## config.mk

```make
export PLATFORM = sky130hd
export DESIGN_NAME = mem_lsu_flat
export DESIGN_NICKNAME = d
export VERILOG_FILES = /design/src/rtl/mem_pkg.sv /design/src/rtl/mem_lsu_if.sv /design/src/rtl/mem_lane_align.sv /design/src/rtl/mem_lsu.sv /design/src/flat_wrapper.sv
export SDC_FILE = /design/constraint.sdc
export NUM_CORES = 1
export LEC_CHECK = 0
export ABC_AREA = 1
export BUFFER_PORTS_ARGS = -buffer_cell sky130_fd_sc_hd__buf_4
export CELL_PAD_IN_SITES_DETAIL_PLACEMENT = 1
export CELL_PAD_IN_SITES_GLOBAL_PLACEMENT = 1
export CORE_ASPECT_RATIO = 0.7
export CORE_MARGIN = 2
export CORE_UTILIZATION = 31
export CTS_CLUSTER_DIAMETER = 50
export DETAILED_ROUTE_END_ITERATION = 12
export HOLD_SLACK_MARGIN = 0.08
export PLACE_DENSITY_LB_ADDON = 0.1
export SYNTH_ARGS = -nofsm -noshare
export SYNTH_HDL_FRONTEND = slang
export SYNTH_HIERARCHICAL = 1
export SYNTH_SLANG_ARGS = --single-unit
```

## constraint.sdc

```tcl
create_clock -name clk -period 2.11 [get_ports clk]
set_input_delay 0.211 -clock clk [delete_from_list [all_inputs] [get_ports clk]]
set_output_delay 0.211 -clock clk [all_outputs]
set_load 0.03 [all_outputs]
```

## src/rtl/mem_pkg.sv

```systemverilog
// Shared types and constants for the load/store unit: FSM states, access
// size codes and the request legality check used at acceptance.
package mem_pkg;

    typedef enum logic [1:0] {
        ST_IDLE,
        ST_READ,
        ST_WRITE,
        ST_RESP
    } state_e;

    localparam logic [1:0] SZ_BYTE = 2'b00;
    localparam logic [1:0] SZ_HALF = 2'b01;
    localparam logic [1:0] SZ_WORD = 2'b10;

    localparam int unsigned DEPTH_DEFAULT = 128;

    // Misaligned, illegal size, or word index beyond the attached memory.
    function automatic logic req_is_bad(input logic [1:0] size,
                                        input logic [31:0] addr,
                                        input int unsigned depth);
        logic bad;
        case (size)
            SZ_BYTE: bad = 1'b0;
            SZ_HALF: bad = addr[0];
            SZ_WORD: bad = |addr[1:0];
            default: bad = 1'b1;
        endcase
        return bad || ({2'b00, addr[31:2]} >= depth);
    endfunction

endpackage

```

## src/rtl/mem_lsu_if.sv

```systemverilog
// CPU request/response and memory-side signals of the LSU; the LSU takes the
// slave view, the environment (CPU + memory) the master view.
interface mem_lsu_if;
    logic        req_valid;
    logic        req_ready;
    logic        req_write;
    logic [1:0]  req_size;
    logic        req_unsigned;
    logic [31:0] req_addr;
    logic [31:0] req_wdata;
    logic        resp_valid;
    logic [31:0] resp_rdata;
    logic        resp_err;
    logic        MemRead;
    logic        MemWrite;
    logic [31:0] Address;
    logic [31:0] WriteData;
    logic [31:0] ReadData;

    modport master (
        output req_valid, req_write, req_size, req_unsigned, req_addr, req_wdata, ReadData,
        input  req_ready, resp_valid, resp_rdata, resp_err, MemRead, MemWrite, Address, WriteData
    );

    modport slave (
        input  req_valid, req_write, req_size, req_unsigned, req_addr, req_wdata, ReadData,
        output req_ready, resp_valid, resp_rdata, resp_err, MemRead, MemWrite, Address, WriteData
    );
endinterface

```

## src/rtl/mem_lane_align.sv

```systemverilog
// Little-endian lane handling: merges store data into a captured word and
// extracts/extends load data from it.
module mem_lane_align
    import mem_pkg::*;
(
    input  logic [31:0] word_i,
    input  logic [31:0] wdata_i,
    input  logic [1:0]  size_i,
    input  logic [1:0]  offset_i,
    input  logic        unsigned_i,
    output logic [31:0] merged_o,
    output logic [31:0] load_o
);
    logic [7:0]  byte_sel;
    logic [15:0] half_sel;

    always_comb begin
        byte_sel = word_i[{offset_i, 3'b000} +: 8];
        half_sel = word_i[{offset_i[1], 4'b0000} +: 16];
        merged_o = wdata_i;
        load_o   = word_i;
        case (size_i)
            SZ_BYTE: begin
                merged_o = word_i;
                merged_o[{offset_i, 3'b000} +: 8] = wdata_i[7:0];
                load_o = {{24{~unsigned_i & byte_sel[7]}}, byte_sel};
            end
            SZ_HALF: begin
                merged_o = word_i;
                merged_o[{offset_i[1], 4'b0000} +: 16] = wdata_i[15:0];
                load_o = {{16{~unsigned_i & half_sel[15]}}, half_sel};
            end
            default: ;
        endcase
    end
endmodule

```

## src/rtl/mem_lsu.sv

```systemverilog
// Load/store unit: one request at a time, loads via READ, word stores via
// WRITE, sub-word stores via read-modify-write, then a one-cycle response.
module mem_lsu
    import mem_pkg::*;
#(
    parameter int unsigned DEPTH = DEPTH_DEFAULT
) (
    input logic      clk,
    input logic      rst,
    mem_lsu_if.slave bus
);
    state_e      state_q, state_d;
    logic [31:0] addr_q, wdata_q, word_q;
    logic [1:0]  size_q;
    logic        write_q, unsigned_q, err_q;
    logic        accept, req_err;
    logic [31:0] merged, load_data;

    assign accept  = (state_q == ST_IDLE) && bus.req_valid;
    assign req_err = req_is_bad(bus.req_size, bus.req_addr, DEPTH);

    always_ff @(posedge clk) begin
        if (rst) state_q <= ST_IDLE;
        else     state_q <= state_d;
    end

    always_comb begin
        state_d = state_q;
        case (state_q)
            ST_IDLE: begin
                if (accept) begin
                    if (req_err)                                  state_d = ST_RESP;
                    else if (bus.req_write && bus.req_size == SZ_WORD) state_d = ST_WRITE;
                    else                                          state_d = ST_READ;
                end
            end
            ST_READ:  state_d = write_q ? ST_WRITE : ST_RESP;
            ST_WRITE: state_d = ST_RESP;
            default:  state_d = ST_IDLE;
        endcase
    end

    always_ff @(posedge clk) begin
        if (rst) begin
            addr_q     <= '0;
            wdata_q    <= '0;
            word_q     <= '0;
            size_q     <= '0;
            write_q    <= 1'b0;
            unsigned_q <= 1'b0;
            err_q      <= 1'b0;
        end else begin
            if (accept) begin
                addr_q     <= bus.req_addr;
                wdata_q    <= bus.req_wdata;
                size_q     <= bus.req_size;
                write_q    <= bus.req_write;
                unsigned_q <= bus.req_unsigned;
                err_q      <= req_err;
            end
            if (state_q == ST_READ) word_q <= bus.ReadData;
        end
    end

    mem_lane_align u_align (
        .word_i     (word_q),
        .wdata_i    (wdata_q),
        .size_i     (size_q),
        .offset_i   (addr_q[1:0]),
        .unsigned_i (unsigned_q),
        .merged_o   (merged),
        .load_o     (load_data)
    );

    always_comb begin
        bus.req_ready  = (state_q == ST_IDLE);
        bus.MemRead    = (state_q == ST_READ);
        bus.MemWrite   = (state_q == ST_WRITE);
        bus.Address    = '0;
        bus.WriteData  = '0;
        bus.resp_valid = (state_q == ST_RESP);
        bus.resp_err   = (state_q == ST_RESP) && err_q;
        bus.resp_rdata = '0;
        if (state_q == ST_READ || state_q == ST_WRITE) bus.Address = {2'b00, addr_q[31:2]};
        if (state_q == ST_WRITE) bus.WriteData = merged;
        if (state_q == ST_RESP && !err_q && !write_q) bus.resp_rdata = load_data;
    end
endmodule

```

## src/flat_wrapper.sv

```systemverilog
// flat-port wrapper written by rule: the top's interface ports become plain ports
module mem_lsu_flat import mem_pkg::*;
#(
    parameter int unsigned DEPTH = DEPTH_DEFAULT
)
  (clk, rst, bus_req_valid, bus_req_write, bus_req_size, bus_req_unsigned, bus_req_addr, bus_req_wdata, bus_ReadData, bus_req_ready, bus_resp_valid, bus_resp_rdata, bus_resp_err, bus_MemRead, bus_MemWrite, bus_Address, bus_WriteData);
  mem_lsu_if bus_i ();
  input logic clk;
  input logic rst;
  input wire logic [$bits(bus_i.req_valid)-1:0] bus_req_valid;
  input wire logic [$bits(bus_i.req_write)-1:0] bus_req_write;
  input wire logic [$bits(bus_i.req_size)-1:0] bus_req_size;
  input wire logic [$bits(bus_i.req_unsigned)-1:0] bus_req_unsigned;
  input wire logic [$bits(bus_i.req_addr)-1:0] bus_req_addr;
  input wire logic [$bits(bus_i.req_wdata)-1:0] bus_req_wdata;
  input wire logic [$bits(bus_i.ReadData)-1:0] bus_ReadData;
  output wire logic [$bits(bus_i.req_ready)-1:0] bus_req_ready;
  output wire logic [$bits(bus_i.resp_valid)-1:0] bus_resp_valid;
  output wire logic [$bits(bus_i.resp_rdata)-1:0] bus_resp_rdata;
  output wire logic [$bits(bus_i.resp_err)-1:0] bus_resp_err;
  output wire logic [$bits(bus_i.MemRead)-1:0] bus_MemRead;
  output wire logic [$bits(bus_i.MemWrite)-1:0] bus_MemWrite;
  output wire logic [$bits(bus_i.Address)-1:0] bus_Address;
  output wire logic [$bits(bus_i.WriteData)-1:0] bus_WriteData;
  assign bus_i.req_valid = bus_req_valid;
  assign bus_i.req_write = bus_req_write;
  assign bus_i.req_size = bus_req_size;
  assign bus_i.req_unsigned = bus_req_unsigned;
  assign bus_i.req_addr = bus_req_addr;
  assign bus_i.req_wdata = bus_req_wdata;
  assign bus_i.ReadData = bus_ReadData;
  assign bus_req_ready = bus_i.req_ready;
  assign bus_resp_valid = bus_i.resp_valid;
  assign bus_resp_rdata = bus_i.resp_rdata;
  assign bus_resp_err = bus_i.resp_err;
  assign bus_MemRead = bus_i.MemRead;
  assign bus_MemWrite = bus_i.MemWrite;
  assign bus_Address = bus_i.Address;
  assign bus_WriteData = bus_i.WriteData;
  mem_lsu #(.DEPTH(DEPTH)) u_core (.clk(clk), .rst(rst), .bus(bus_i));
endmodule
```

## Word-level counts from Yosys, hierarchy flattened

Cells that the tools add are included.

- Eq/ne operators: 7
- Multipliers: 0
- Bitwise logic cells: 3
- Shift operators: 6
- Div/mod/pow operators: 0
- Add/subtract/negate cells: 2
- Reduce and logical (&&, ||, !) cells: 13
- Magnitude comparators: 1
- Mux-type cells: 13

Operator list:

| cell | count |
|---|---|
| $pmux 32 s2 | 2 |
| $bwmux 32 | 2 |
| $mux 32 | 2 |
| $shift 16x7->32 const A | 1 |
| $shift 8x7->32 const A | 1 |
| $shiftx 16x7->32 | 1 |
| $shiftx 32x6->16 | 1 |
| $shiftx 32x6->8 | 1 |
| $shiftx 8x7->32 | 1 |
| $ge 30x8->1 const B | 1 |
| $mux 30 | 1 |
| $neg 5->7 | 2 |
| $eq 2x1->1 const B | 3 |
| $eq 2x2->1 const B | 3 |
| $logic_not 2->1 | 3 |
| $mux 2 | 3 |
| $pmux 2 s3 | 1 |
| $logic_and 1x1->1 | 5 |
| $pmux 1 s3 | 1 |
| $and 1x1->1 | 2 |
| $logic_not 1->1 | 2 |
| $logic_or 1x1->1 | 2 |
| $ne 2x1->1 const B | 1 |
| $reduce_or 2->1 | 1 |
| 2 further kinds | 2 |

- RAM bits: 0
- Logic and storage cells: 53
- ROM bits: 0
- Bits in latches: 0
- Memories kept: 0
- Output and inout port bits: 101
- Input bits: 103
- Register bits: 103

## Logic depth before layout (Yosys ltp)

Gate-level depths: netlist (run 1).

- Depth in word-level cells: 6
- Mapped depth: 13
- Depth with buffers taken out: 10

## Modules after synthesis

Netlist (run 1), hierarchy kept.

By module, submodules not included:

| module | cells each | sequential area each (um^2) | times used | area an instance (um^2) |
|---|---|---|---|---|
| mem_lsu | 699 | 2062.0 | 1 | 4564.4 |
| mem_lane_align | 432 | 0.0 | 1 | 1943.1 |

## Least setup slack after synthesis (run 1)

OpenSTA, ideal clock, no wires.

- Path type: reg-to-output
- From: register u_core.addr_q[1]
- To: output port bus_WriteData[10]
- Cell stages (with the launch flop): 14
- Arrival: 2.086 ns
- Data required time: 1.899 ns
- Slack: -0.187 ns
- Buffers on the path: 3
- Cells stage by stage: dfxtp_1 -> buf_6 -> inv_6 -> buf_6 -> buf_2 -> ha_1 -> inv_1 -> nor2_2 -> nand2_1 -> o21ai_0 -> nand2_1 -> nand2_1 -> nand2_1 -> inv_1

- Longest elaborated chain between the ends: 5
- Elaborated cells between the ends (all ways): 10
- Those cells by class: add/sub (2); shift (4); mux (4)

RTL lines:

| item | RTL line | text |
|---|---|---|
| from (decl) | mem_lsu.sv:13 | `logic [31:0] addr_q, wdata_q, word_q;` |
| from (signal assigned) | mem_lsu.sv:54 | `addr_q <= bus.req_addr;` |
| $neg 5->7 (on tied branches) | mem_lane_align.sv:30, mem_lane_align.sv:25 |  |
| $shiftx 16x7->32, or another cell as far along | mem_lane_align.sv:30 | `merged_o[{offset_i[1], 4'b0000} +: 16] = wdata_i[15:0];` |
| $bwmux 32 (on tied branches) | mem_lane_align.sv:30, mem_lane_align.sv:25 |  |
| $pmux 32 s2 (*) | mem_lane_align.sv:22 | `case (size_i)` |
| named net u_core.merged[10] | mem_lsu.sv:17 | `logic [31:0] merged, load_data;` |
| $mux 32 (*) | mem_lsu.sv:85 | `if (state_q == ST_WRITE) bus.WriteData = merged;` |
| to (decl) | flat_wrapper.sv:24 | `output wire logic [$bits(bus_i.WriteData)-1:0] bus_WriteData;` |

Mark *: on every way through the listed nets, which the timed path passes. The rest lies on a longest branch.

## Final worst setup path (run 1)

- From: register u_core.addr_q[1]
- To: output port bus_WriteData[28]

Same word-level chain as after synthesis.

==> impl.org, run 1 <==
** Floorplanning
- The floorplan step set the die height to roughly 130 um.
- After floorplanning, the core was divided into 44 placement rows.
- For this design the top-level I/O count stands at between 200 and 250.
- Chip width :: around 180 um
- The initial utilization of the core area, before any placement, comes to 0.3152.
- In this run the standard cell core region covers slightly above 20,000 sq um.
- The floorplan step defined a die boundary enclosing between 20,000 and 25,000 sq um.

** Route
- After detailed routing, the total wire length is 26,830 um.
- Number of DRC markers in iteration 0 :: roughly 510
- Per-cell routed wire length :: 16.54 um
- Detailed-route via count :: approximately 7.6k
- Total met3 wirelength after detailed routing :: ~1700 um
- Detailed-router iteration count before antenna repair :: 5
- The highest layer touched by signal routing is met4.
- DRC violations left :: 0
- The count of nets left with antenna violations once routing finished came out at 0.
- In the routed layout, each cell is associated on average with a via count of roughly 4.7.
- In the final routing, the length of wire on met1 measures between 10,000 and 15,000 um.
- After detailed routing, the met2 layer carries between 10,000 and 15,000 um of wire.

** Layout
- Number of nets at the end of the flow :: 1,454
- Relative to the synthesized area, the layout overhead comes to 39.78%.
- Non-Filler Instances :: between 1.5k and 2k
- In the final layout, the share of cells above drive strength 1 is 0.2489.
- In the final layout, the multi-input gates occupy ~3700 sq um.
- Antenna diode count :: 0
- Layout Utilization :: 0.4406
- Counting the fill cells in the layout gives between 2k and 3k.
- Summing all flip-flop and latch instances after layout gives about 2100 sq um.

** Clock network
- At the later pin of the worst-skew pair, clock insertion delay measures ~0.35 ns.
- Number of clock buffers inserted by TritonCTS :: 9
- The clock net in this run drives a total of 103 sinks.
- Number of H-tree levels :: 3
- Clock tree synthesis selected as its root buffer the cell sky130_fd_sc_hd__clkbuf_16.
- The longest clock path from root to sink contains 2 buffers.
- Clock-pin slew on the worst setup and hold paths :: 0.08 ns
- TritonCTS built the clock tree.

** GRT
- Summed over all layers, the global routing overflow is 0.
- GRT Resource Usage Total :: 0.2405
- Entering global routing, the biggest net connects between 70 and 80 pins.
- Wire length of the first global-routing pass :: about 42,000 um
- The number of antenna violations at the first check in global routing is 0.
- Vias in the first global route :: roughly 7.4k

** Pwr
- Power spread over the standard cell area amounts to about 1200 nW/um^2.
- Power comes to between 10 and 15 mW.
- Summed over all cells, the static leakage comes to about 4.6 nW.
- Worst supply voltage drop on vdd :: about 440 uV

** STA
- Pins Over Slew Limit :: 0
- Final setup violation count :: 34
- The final hold violation count came to 0.
- Setup WS post-layout :: -0.07264 ns
- Final min period :: 2.183 ns
- Clock skew on the completed layout was measured at between 0.009 and 0.01 ns.
- Top achievable clock speed :: between 0.4 and 0.5 GHz
- Setup repair after global routing could not meet its margin everywhere.
- Share of the clock period used by the worst path after layout :: 1.034

** Worst setup path
- The worst setup path is captured at an output port.
- Along the worst path, the maximum fanout reaches 8.
- Required time worst endpoint :: roughly 1.9 ns
- Setup slack on the worst reg-to-reg path comes out at 0.53 ns.
- Startpoint type of the worst setup path :: flop
- Endpoint arrival time on the critical path :: between 1.5 and 2 ns
- The worst setup path is of the reg -> out kind.

** Yosys
- For this run, the number of Yosys warnings is 6.
- Cell type with the largest total area after synthesis :: sky130_fd_sc_hd__dfxtp_1
- By count the netlist is led by sky130_fd_sc_hd__nor2_1 (290), sky130_fd_sc_hd__nand2_1 (278), sky130_fd_sc_hd__inv_1 (149).
- Mean area per synthesized cell :: 5.754 sq um
- Counting flops with an async set or reset pin after synthesis yields a share of 0.
- Seq cells post-synth :: 103
- Most frequent cell after synthesis :: sky130_fd_sc_hd__nor2_1
- In the synthesized netlist, the number of instances is approximately 1.1k.
- For this run, the leading register cell type out of synthesis is sky130_fd_sc_hd__dfxtp_1.
- Top area cells in the synthesized netlist :: sky130_fd_sc_hd__dfxtp_1 (32%), sky130_fd_sc_hd__nor2_1 (17%), sky130_fd_sc_hd__nand2_1 (16%)
- Seq/Total Area, Yosys :: 0.3169
- The share of synthesized area in the top cell type comes to 0.3169.
- The number of different library cells used by synthesis comes to 28.
- The mapped netlist covers around 6500 sq um.
- Number of flops mapped to enable cells by yosys :: 0

** Placed design
- The congestion estimate from routability-driven global placement came to 0.9192.
- The wire-length estimate of the detail-placed layout is about 20,000 um.
- Buffers placed on the I/O ports in this run total 201.
- Cell count after placement :: between 1.5k and 2k

** Min path
- Hold crit path type :: in -> reg

** Outcome
- The flow ran to the end, but the final reports show violations.
- Failing checks :: setup timing

** Flow run
- The tool flagged a number of max-cap violations equal to 0.
[per-layer routing]
| metal | GRT usage | up-vias |
|---|---|---|
| li1 | - | 3845 |
| met1 | 0.3734 | 3532 |
| met2 | 0.3438 | 221 |
| met3 | 0.04075 | 16 |
| met4 | 0.04716 | 0 |
| met5 | 0 | - |
[through the flow]
step / area [sq um] / setup TNS (ns) / hold slack, ns / worst slack [ns]
final: 9096 / -1.297 / 0.08840 / -0.07264
after global routing: 9096 / -8.083 / 0.09261 / -0.1968
after CTS: 9010 / -0.6053 / 0.08098 / -0.05336
after detailed placement: 8328 / 0 / 0.4091 / 0.1421
after global placement: 8328 / 0 / 0.4056 / 0.1363
after floorplan: 6520 / 0 / 0.2801 / 0.001575
[kinds of logic after synthesis]
kind of cell	Yosys count	synth area share
adder cells (fa/ha/maj)	9	0.01730
AO/OA/AOI/OAI	167	0.1344
flip-flops	103	0.3169
buffers and inverters	217	0.1469
other	1	0.0005763
AND/OR/NAND/NOR	634	0.3840
[timing repair]
action | in CTS | in global routing
setup endpoints to repair | 57 | 68
hold endpoints to repair | 15 | 0
hold buffers | 14 | 0
buffers inserted | 5 | 0
pin swaps | 15 | 7
gates resized for setup | 64 | 22
cloned | 2 | 0
[area by class of cell]
class / count / area share
Tap cell: 276 / 0.03796
Clock buffer: 10 / 0.02517
Inverter: 154 / 0.06437
Timing Repair Buffer: 260 / 0.2337
Sequential cell: 103 / 0.2278
Multi-Input combinational cell: 814 / 0.4021
Clock inverter: 5 / 0.008941
[power by group]
part	internal [mW]	switching, mW	leakage [nW]
combinational	2.15	4.15	3.63
clock	1.04	0.775	0.149
sequential	2.57	0.593	0.852
total	5.76	5.52	4.63
[path summary, 6_finish.rpt]
path,from,to,cells after the start
worst max-delay path,u_core/addr_q[1],bus_WriteData[28],10
worst min-delay path,bus_ReadData[3],u_core/word_q[3],3
worst max register to register,u_core/state_q[0],u_core/size_q[1],7
worst min register to register,u_core/addr_q[27],u_core/addr_q[27],2
[sequential cells by signal (all words and copies together) (netlist names)]
signal / count
u_core/size_q: 2
u_core/word_q: 32
u_core/addr_q: 32
u_core/state_q: 2
u_core/unsigned_q: 1
u_core/write_q: 1
u_core/wdata_q: 32
u_core/err_q: 1
[cell usage in the layout (no fill, tap or decap), types with 3 or more instances in the layout]
cell type / instances
sky130_fd_sc_hd__nand3_1: 43
sky130_fd_sc_hd__and2_0: 4
sky130_fd_sc_hd__buf_4: 217
sky130_fd_sc_hd__nand2_1: 270
sky130_fd_sc_hd__buf_6: 25
sky130_fd_sc_hd__o21ai_0: 112
sky130_fd_sc_hd__or2_2: 6
sky130_fd_sc_hd__ha_1: 7
sky130_fd_sc_hd__nor2_1: 289
sky130_fd_sc_hd__o211ai_1: 6
sky130_fd_sc_hd__o21ai_2: 8
sky130_fd_sc_hd__o21ai_1: 24
sky130_fd_sc_hd__inv_1: 126
sky130_fd_sc_hd__nand2_2: 8
sky130_fd_sc_hd__o22ai_2: 4
sky130_fd_sc_hd__o22ai_1: 4
sky130_fd_sc_hd__nand2_4: 6
sky130_fd_sc_hd__clkbuf_16: 9
sky130_fd_sc_hd__inv_2: 26
sky130_fd_sc_hd__dlygate4sd3_1: 14
sky130_fd_sc_hd__nor2_4: 3
sky130_fd_sc_hd__dfxtp_1: 99
sky130_fd_sc_hd__a21oi_1: 7
sky130_fd_sc_hd__buf_12: 3
[critical path, stage by stage (launching register included)]
cell	delay [ns]
sky130_fd_sc_hd__dfxtp_4	0.38
sky130_fd_sc_hd__inv_6	0.05
sky130_fd_sc_hd__ha_4	0.24
sky130_fd_sc_hd__nor2_1	0.13
sky130_fd_sc_hd__nand2_2	0.18
sky130_fd_sc_hd__o22ai_1	0.15
sky130_fd_sc_hd__nand2_1	0.07
sky130_fd_sc_hd__nand2_1	0.12
sky130_fd_sc_hd__nand2_1	0.08
sky130_fd_sc_hd__inv_1	0.08
sky130_fd_sc_hd__buf_4	0.15
Power figures use the tool's default switching activity.
==> inputs of run 2 (changes only) <==
==> constraint.sdc (replaced) <==
create_clock -name clk -period 1.9 [get_ports clk]
set_input_delay 0.19 -clock clk [delete_from_list [all_inputs] [get_ports clk]]
set_output_delay 0.19 -clock clk [all_outputs]
set_load 0.03 [all_outputs]
==> run 2 against run 1 <==
- the flow still finishes with violations (setup timing)
- sequential cell count is the same
- non-clock buffer count grew 58
- register-to-register slack worse by 0.25 ns
- critical path depth up 1
- hold slack worse by 0.0051 ns
- combinational power is 35% higher
- via count increased by 5.0%
- sequential share of layout area down 2.7 points
- cell count is 3.5% higher
- clock-buffer cell count stayed put
- routed wire length up 6.3%
- die area unchanged
- critical path type unchanged
==> impl.org, run 2 (synthesis gave the netlist of run 1 again) <==
** Route
- The via count normalized by instance count came to 4.764 (+1.5%).
- The number of nets with antenna violations after detailed routing is 0 (unchanged).
- The number of DRC markers after the initial detailed-route iteration was 524 (+3.1%).
- The number of search-and-repair iterations in the first detailed-routing pass was 7 (+2).
- The routed wirelength normalized by instance count came to 16.99 um (+2.7%).
- DRC violations left :: 0 (unchanged)
- The total number of vias came to 7,998 (+5.0%).
- The overall routed net length came to 28,520 um (+6.3%).

** Flow run
- MaxCap Viol Count :: 0 (unchanged)

** STA
- Setup repair after global routing could not meet its margin everywhere.
- Final setup violation count :: 62 (+82%)
- Setup WS post-layout :: -0.3204 ns (-0.2478 ns)
- For this run, the top clock speed supported by timing is approximately 0.45 GHz.
- Pins Over Slew Limit :: 0 (unchanged)
- The worst pin sits at a relative slew slack of 0.6469.
- Share of the clock period used by the worst path after layout :: 1.169
- Post-Route Hold Slack :: 0.08330 ns (-0.005096 ns)
- The final hold violation count is 0 (unchanged).
- Clk_skew :: 0.004279 ns (-0.004952 ns)
- Final min period :: between 2 and 2.5 ns
- Actual slew at the worst max-slew pin :: 0.5288 ns

** Pwr
- Power Dens Cells :: 1341 nW/um^2 (+8.2%)
- The maximum vdd drop is 540.5 uV (+23%).
- Static leakage :: 5.184 nW (+12%)
- The power after layout came to 13.87 mW (+23%).

** Clock network
- The number of clock sinks came to 103 (unchanged).
- The CTS H-tree depth is 3 (unchanged).
- The post-CTS clock slew at the launch and capture registers of the worst setup and hold paths is 0.07 ns (about the same).
- Longest Clk Path Bufs :: 2 (unchanged)
- The tree is rooted in a sky130_fd_sc_hd__clkbuf_16.
- TritonCTS built the clock tree.
- The number of clock buffers inserted by TritonCTS came to 9 (unchanged).
- Insertion delay to the later sink of the worst-skew pair :: 0.36 ns (about the same)

** Worst setup path
- Endpoint arrival time on the critical path :: 2.03 ns (+0.06 ns)
- The critical path is of the reg -> out type.
- Critical path's slowest cell :: sky130_fd_sc_hd__dfxtp_4
- CP endpoint kind :: output port
- The number of cells traversed by the worst register-to-register path is 7 (unchanged).
- The endpoint required time on the critical path came to 1.71 ns (-0.19 ns).
- STA classifies the critical path startpoint as a flop.
- The signal on the critical path passes through inv_8 > ha_4 > inv_4 > nor2_4 > nand2_4 > o21ai_1 > nand2_1 > nand2_1 > nand2_2 > inv_2 > buf_6.
- Register-to-Register Setup Slack :: 0.28 ns (-0.25 ns)
- Worst Setup SP :: u_core/addr_q[1]
- CP Max Fanout :: 8 (unchanged)
- The startpoint identified for the worst register-to-register timing path is u_core/state_q[0].
- In this design, the largest share of critical-path delay is due to simple AND/OR/NAND/NOR gates.
- In this run the critical register-to-register path is captured at u_core/addr_q[14].
- Critical path buffers and inverters :: 4 (+1)
- The biggest cell delay along the critical path is 0.39 ns (about the same).
- Most Frequent Cell on Critical Path :: sky130_fd_sc_hd__nand2_1

** Outcome
- The run finished, with violations left.
- Failing checks :: setup timing

** GRT
- Antenna violations before repair :: 0 (unchanged)
- Total gr overflow :: 0 (unchanged)
- The global router's overall resource usage is 0.2486 (+0.008046).
- The wire length of the first global-routing pass is 42,970 um (+2.7%).
- The pin count of the biggest net entering global routing was 66 (-13%).
- The via count of the first global-routing pass was 7,830 (+6.0%).

** Min path
- Number of stages on the worst hold path :: 3 (unchanged)
- The worst hold path terminates at u_core/wdata_q[10].
- In this run the most critical hold path is launched from bus_req_wdata[10].
- The min-delay analysis places its worst path in the category in -> reg.

** Placed design
- Placed wire-length estimate :: 20,090 um (-0.22%)
- The global placer's final weighted congestion is 0.9307 (+1.3%).
- Pre-CTS setup slack :: -0.01390 ns (-0.1560 ns)
- The number of port buffers was 201 (unchanged).

** Layout
- Commonest cells after routing, fill and taps aside :: sky130_fd_sc_hd__nor2_1 (270), sky130_fd_sc_hd__nand2_1 (246), sky130_fd_sc_hd__buf_4 (203)
- The utilization after layout came to 0.5011 (+0.06048).
- The ratio of cells with drive above 1 in the final layout is 0.3428 (+0.09395).
- Most frequent standard cell in the layout excluding fill and tap cells :: sky130_fd_sc_hd__nor2_1
- Layout Area Growth over Synthesis :: 58.97%
- Number of nets at the end of the flow :: 1,510 (+3.9%)
- The antenna diode instance count is 0 (unchanged).
- Largest registers :: u_core/addr_q x32, u_core/wdata_q x32, u_core/word_q x32

** Floorplanning
- Effective utilization at floorplan :: 0.3152 (unchanged)
- The die outline area is 22,190 sq um (unchanged).
- The row count is 44 (unchanged).
- The standard cell core area is 20,640 sq um (unchanged).
- Vertical die dimension :: 125.2 um (unchanged)
- Chip width :: 177.2 um (unchanged)
- The boundary pin count was 204 (unchanged).
-- run 2: cell count changes in the layout (fill, tap and decap cells not counted), moves of 11 or more --
cell | before | now
sky130_fd_sc_hd__dlygate4sd3_1 | 14 | 45
sky130_fd_sc_hd__inv_2 | 26 | 56
sky130_fd_sc_hd__buf_6 | 25 | 54
sky130_fd_sc_hd__nor2_1 | 289 | 270
sky130_fd_sc_hd__nand3_1 | 43 | 10
sky130_fd_sc_hd__nor2_2 | 2 | 13
sky130_fd_sc_hd__nand3_4 | 0 | 14
sky130_fd_sc_hd__nand2_1 | 270 | 246
sky130_fd_sc_hd__nand3_2 | 2 | 21
sky130_fd_sc_hd__inv_1 | 126 | 94
sky130_fd_sc_hd__nand2_2 | 8 | 28
sky130_fd_sc_hd__buf_4 | 217 | 203
-- run 2: worst max-delay path by stage --
| stage | to | slack [ns] | cells past startpoint |
|---|---|---|---|
| floorplan | bus_WriteData[10] | -0.07 | 13 |
| global placement | bus_WriteData[9] | 0.03 | 11 |
| detailed placement | bus_WriteData[12] | -0.01 | 11 |
| CTS | bus_WriteData[9] | -0.29 | 11 |
| global route | bus_WriteData[23] | -0.43 | 12 |
| finish | bus_WriteData[9] | -0.32 | 11 |
-- run 2: layout make-up --
class,count,area [sq um]
Sequential cell,103,2079
Inverter,154,598.1
Timing Repair Buffer,318,2920
Multi-Input combinational cell,812,4111
Clock inverter,6,51.30
Clock buffer,10,239.0
Fill cell,2712,10300
Tap cell,276,345.3
-- run 2: where the power goes --
group	total [mW]	switching [mW]	internal (mW)
logic	8.50	5.28	3.22
registers	3.49	0.639	2.86
clock network	1.88	0.932	0.946
total	13.9	6.85	7.02
-- run 2: metrics by stage --
stage	std cells	TNS [ns]	instance area, sq um
after floorplan	1132	-0.8282	6549
after global placement	1599	0	8521
after detailed placement	1599	-0.02851	8521
after CTS	1668	-12.14	9676
after global routing	1679	-19.52	10340
final	1679	-13.90	10340
-- run 2: timing repair --
item	in CTS	in global routing
setup buffers	7	9
pin swaps	29	57
gates resized for setup	98	145
hold endpoints to repair	46	0
hold buffers	45	0
gates cloned	1	4
setup endpoints to repair	64	94
-- run 2: worst register-to-register path, cell delays in order (launching register included) --
cell and delay, ns:
sky130_fd_sc_hd__dfxtp_2 0.34, sky130_fd_sc_hd__inv_1 0.12, sky130_fd_sc_hd__ha_4 0.16, sky130_fd_sc_hd__nand2_2 0.07, sky130_fd_sc_hd__inv_2 0.37, sky130_fd_sc_hd__buf_4 0.33
sky130_fd_sc_hd__nor2_1 0.08, sky130_fd_sc_hd__nor2_1 0.09
-- run 2: layer usage --
layer,up-vias,part of all wire,wire [um],track usage
met2,228,0.44,12640,0.3873
met3,16,0.064,1820,0.04653
met5,-,0,0,0
li1,3962,-,-,-
met4,0,0.0081,231,0.04473
met1,3792,0.48,13830,0.3588
==> inputs of run 3 (changes only) <==
--- a/config.mk
+++ b/config.mk
@@ -16,6 +16,7 @@
 export DETAILED_ROUTE_END_ITERATION = 12
 export HOLD_SLACK_MARGIN = 0.08
 export PLACE_DENSITY_LB_ADDON = 0.1
+export RECOVER_POWER = 50
 export SYNTH_ARGS = -nofsm -noshare
 export SYNTH_HDL_FRONTEND = slang
 export SYNTH_HIERARCHICAL = 1
==> run 3 against run 2 <==
- power down 1.2%
- design area down 0.63%
- critical path type unchanged
- largest power group unchanged
- sequential power about the same
- the flow still finishes with violations (setup timing)
==> impl.org, run 3 (synthesis gave the netlist of run 1 again) <==
** Outcome
- The run finished, with violations left.
- The final reports fail on setup timing.

** Worst setup path
- Endpoint arrival time on the critical path :: 2.04 ns (about the same)
- Critical path destination :: bus_WriteData[9]
- In this run the critical register-to-register path is captured at u_core/addr_q[14].
- CP Max Fanout :: 8 (unchanged)
- The worst setup path is captured at an output port.
- Worst Setup SP :: u_core/addr_q[1]
- The endpoint required time on the critical path was 1.71 ns (about the same).
- Register-to-Register Setup Slack :: -0.08 ns (-0.36 ns)
- The number of cells traversed by the worst register-to-register path was 7 (unchanged).
- Crit Path Class :: reg -> out
- Startpoint type of the worst setup path :: flop
- The worst register-to-register path begins at u_core/state_q[0].

** GRT
- The pin count of the biggest net entering global routing was 66 (unchanged).
- Antenna violations before repair :: 0 (unchanged)
- The global router's overall resource usage was 0.2486 (unchanged).
- Vias in the first global route :: 7,830 (unchanged)
- The aggregate global routing overflow was 0 (unchanged).
- Wire length of the first global-routing pass :: 42,970 um (unchanged)

** Clock network
- Longest Clk Path Bufs :: 2 (unchanged)
- CTS tree :: done
- The number of clock sinks was 103 (unchanged).
- The root buffer cell chosen for the clock tree is sky130_fd_sc_hd__clkbuf_16.
- Insertion delay to the later sink of the worst-skew pair :: 0.36 ns (about the same)
- Clock-pin slew on the worst setup and hold paths :: 0.07 ns (about the same)
- Number of H-tree levels :: 3 (unchanged)
- The number of clock buffers inserted by TritonCTS came to 9 (unchanged).

** Pwr
- The maximum vdd drop was 485.2 uV (-10%).
- Static leakage :: 5.160 nW (-0.48%)
- The power density of the placed cells is 1334 nW/um^2 (-0.53%).

** STA
- Post-Route Hold Slack :: 0.08344 ns (+0.0001383 ns)
- Setup repair after global routing could not meet its margin everywhere.
- The achievable clock frequency is 0.4491 GHz (-0.28%).
- Setup WS post-layout :: -0.3267 ns (-0.006253 ns)
- The share of the clock period used by the worst path after layout was 1.172 (+0.003291).
- The slew at the pin closest to its max-slew limit came to 0.8501 ns (+0.3213 ns).
- Final count of hold timing violations :: 0 (unchanged)
- The total count of max-transition violations in the final report was 0 (unchanged).
- The shortest period the worst path allows is 2.227 ns (+0.006253 ns).
- Clk_skew :: 0.004105 ns (-0.0001740 ns)
- Normalized max-slew margin :: 0.4326 (-0.2143)
- The number of failing setup endpoints in the final timing report was 106 (+71%).

** Layout
- The utilization after layout is 0.4979 (-0.003152).
- Relative to the synthesized area, the layout overhead comes to 57.97%.
- The ratio of cells with drive above 1 in the final layout came to 0.3371 (-0.005702).
- The largest registers in the layout are u_core/addr_q x32, u_core/wdata_q x32, u_core/word_q x32.
- Most frequent standard cell in the layout excluding fill and tap cells :: sky130_fd_sc_hd__nor2_1
- Layout filler cell count :: 2,719 (+0.26%)
- Non-Filler Instances :: 1,679 (unchanged)
- Antenna diode count :: 0 (unchanged)
- Number of nets at the end of the flow :: 1,510 (unchanged)
- Commonest cells after routing, fill and taps aside :: sky130_fd_sc_hd__nor2_1 (271), sky130_fd_sc_hd__nand2_1 (247), sky130_fd_sc_hd__buf_4 (199)

** Route
- The total number of vias was 7,978 (-0.25%).
- Per-cell routed wire length :: 16.98 um (about the same)
- The remaining design rule violation count is 0 (unchanged).
- Number of DRC markers in iteration 0 :: 511 (-2.5%)
- Antenna-violating nets left :: 0 (unchanged)
- Detailed-router iteration count before antenna repair :: 4 (-3)
- Vias/cell :: 4.752 (-0.25%)
- Drt total wl :: 28,510 um (about the same)

** Floorplanning
- The die outline height came to 125.2 um (unchanged).
- Area of the die :: 22,190 sq um (unchanged)
- Number of placement rows :: 44 (unchanged)
- The boundary pin count came to 204 (unchanged).
- Effective utilization at floorplan :: 0.3152 (unchanged)
- Chip width :: 177.2 um (unchanged)
- The standard cell core area is 20,640 sq um (unchanged).

** Placed design
- Quantity of I/O buffers inserted on ports :: 201 (unchanged)
- The half-perimeter wire length after placement is 20,090 um (unchanged).
- The post-placement worst setup slack was -0.01390 ns (unchanged).
- The number of cells in the design after placement came to 1,599 (unchanged).
- The global placer's final weighted congestion was 0.9307 (unchanged).

** Flow run
- The max-capacitance violation count was 0 (unchanged).

** Min path
- Hold crit path type :: in -> reg
-- run 3: repair_timing --
action / CTS / global route
pin swaps: 29 / 57
hold buffers: 45 / 0
setup buffers: 7 / 9
endpoints found under the hold margin: 46 / 0
resized for setup: 98 / 145
endpoints found under the setup margin: 64 / 94
cloned: 1 / 4
-- run 3: power breakdown --
part / total [mW] / leakage, nW / internal [mW] / switching, mW
Combinational: 8.34 / 4.16 / 3.08 / 5.26
Clock: 1.88 / 0.145 / 0.946 / 0.931
Sequential: 3.49 / 0.853 / 2.85 / 0.641
-- run 3: worst max-delay path, stage by stage, from the launching register on --
cell and delay (ns):
sky130_fd_sc_hd__dfxtp_4 0.39, sky130_fd_sc_hd__inv_8 0.05, sky130_fd_sc_hd__ha_4 0.27, sky130_fd_sc_hd__inv_4 0.04, sky130_fd_sc_hd__nor2_4 0.21, sky130_fd_sc_hd__nand2_4 0.15
sky130_fd_sc_hd__o21ai_1 0.15, sky130_fd_sc_hd__nand2_1 0.06, sky130_fd_sc_hd__nand2_1 0.09, sky130_fd_sc_hd__nand2_2 0.07, sky130_fd_sc_hd__inv_2 0.07, sky130_fd_sc_hd__buf_6 0.12
-- run 3: layer usage --
metal,vias up,part of all wire,GRT usage
li1,3964,-,-
met1,3789,0.49,0.3588
met2,209,0.44,0.3873
met3,16,0.059,0.04653
met4,0,0.0081,0.04473
met5,-,0,0
-- run 3: worst min path at each step --
stage	from	to	cells after the start
2_1_floorplan	rst	u_core/state_q[0]	1
5_1_grt	bus_req_wdata[25]	u_core/wdata_q[25]	3
3_5_place_dp	rst	u_core/state_q[0]	2
4_1_cts	bus_req_addr[7]	u_core/addr_q[7]	3
6_report	bus_req_wdata[10]	u_core/wdata_q[10]	3
3_3_place_gp	rst	u_core/state_q[1]	2
-- run 3: cell type report --
| class | count | area [sq um] | area share |
|---|---|---|---|
| inverters | 154 | 598.1 | 0.05818 |
| clock buffers | 10 | 239.0 | 0.02325 |
| multi-input cells | 812 | 4094 | 0.3982 |
| repair buffers | 318 | 2874 | 0.2796 |
| flip-flops and latches | 103 | 2078 | 0.2022 |
| well taps | 276 | 345.3 | 0.03359 |
| clock inverters | 6 | 51.30 | 0.004990 |
-- run 3: metrics by stage --
step                area, sq um  setup TNS [ns]  total power, mW
finish                    10280          -18.86            13.71
CTS                        9676          -12.14            12.84
global route              10280          -38.13            14.67
global placement           8521               0            10.27
detailed placement         8521        -0.02851            10.37
floorplan                  6549         -0.8282            7.737
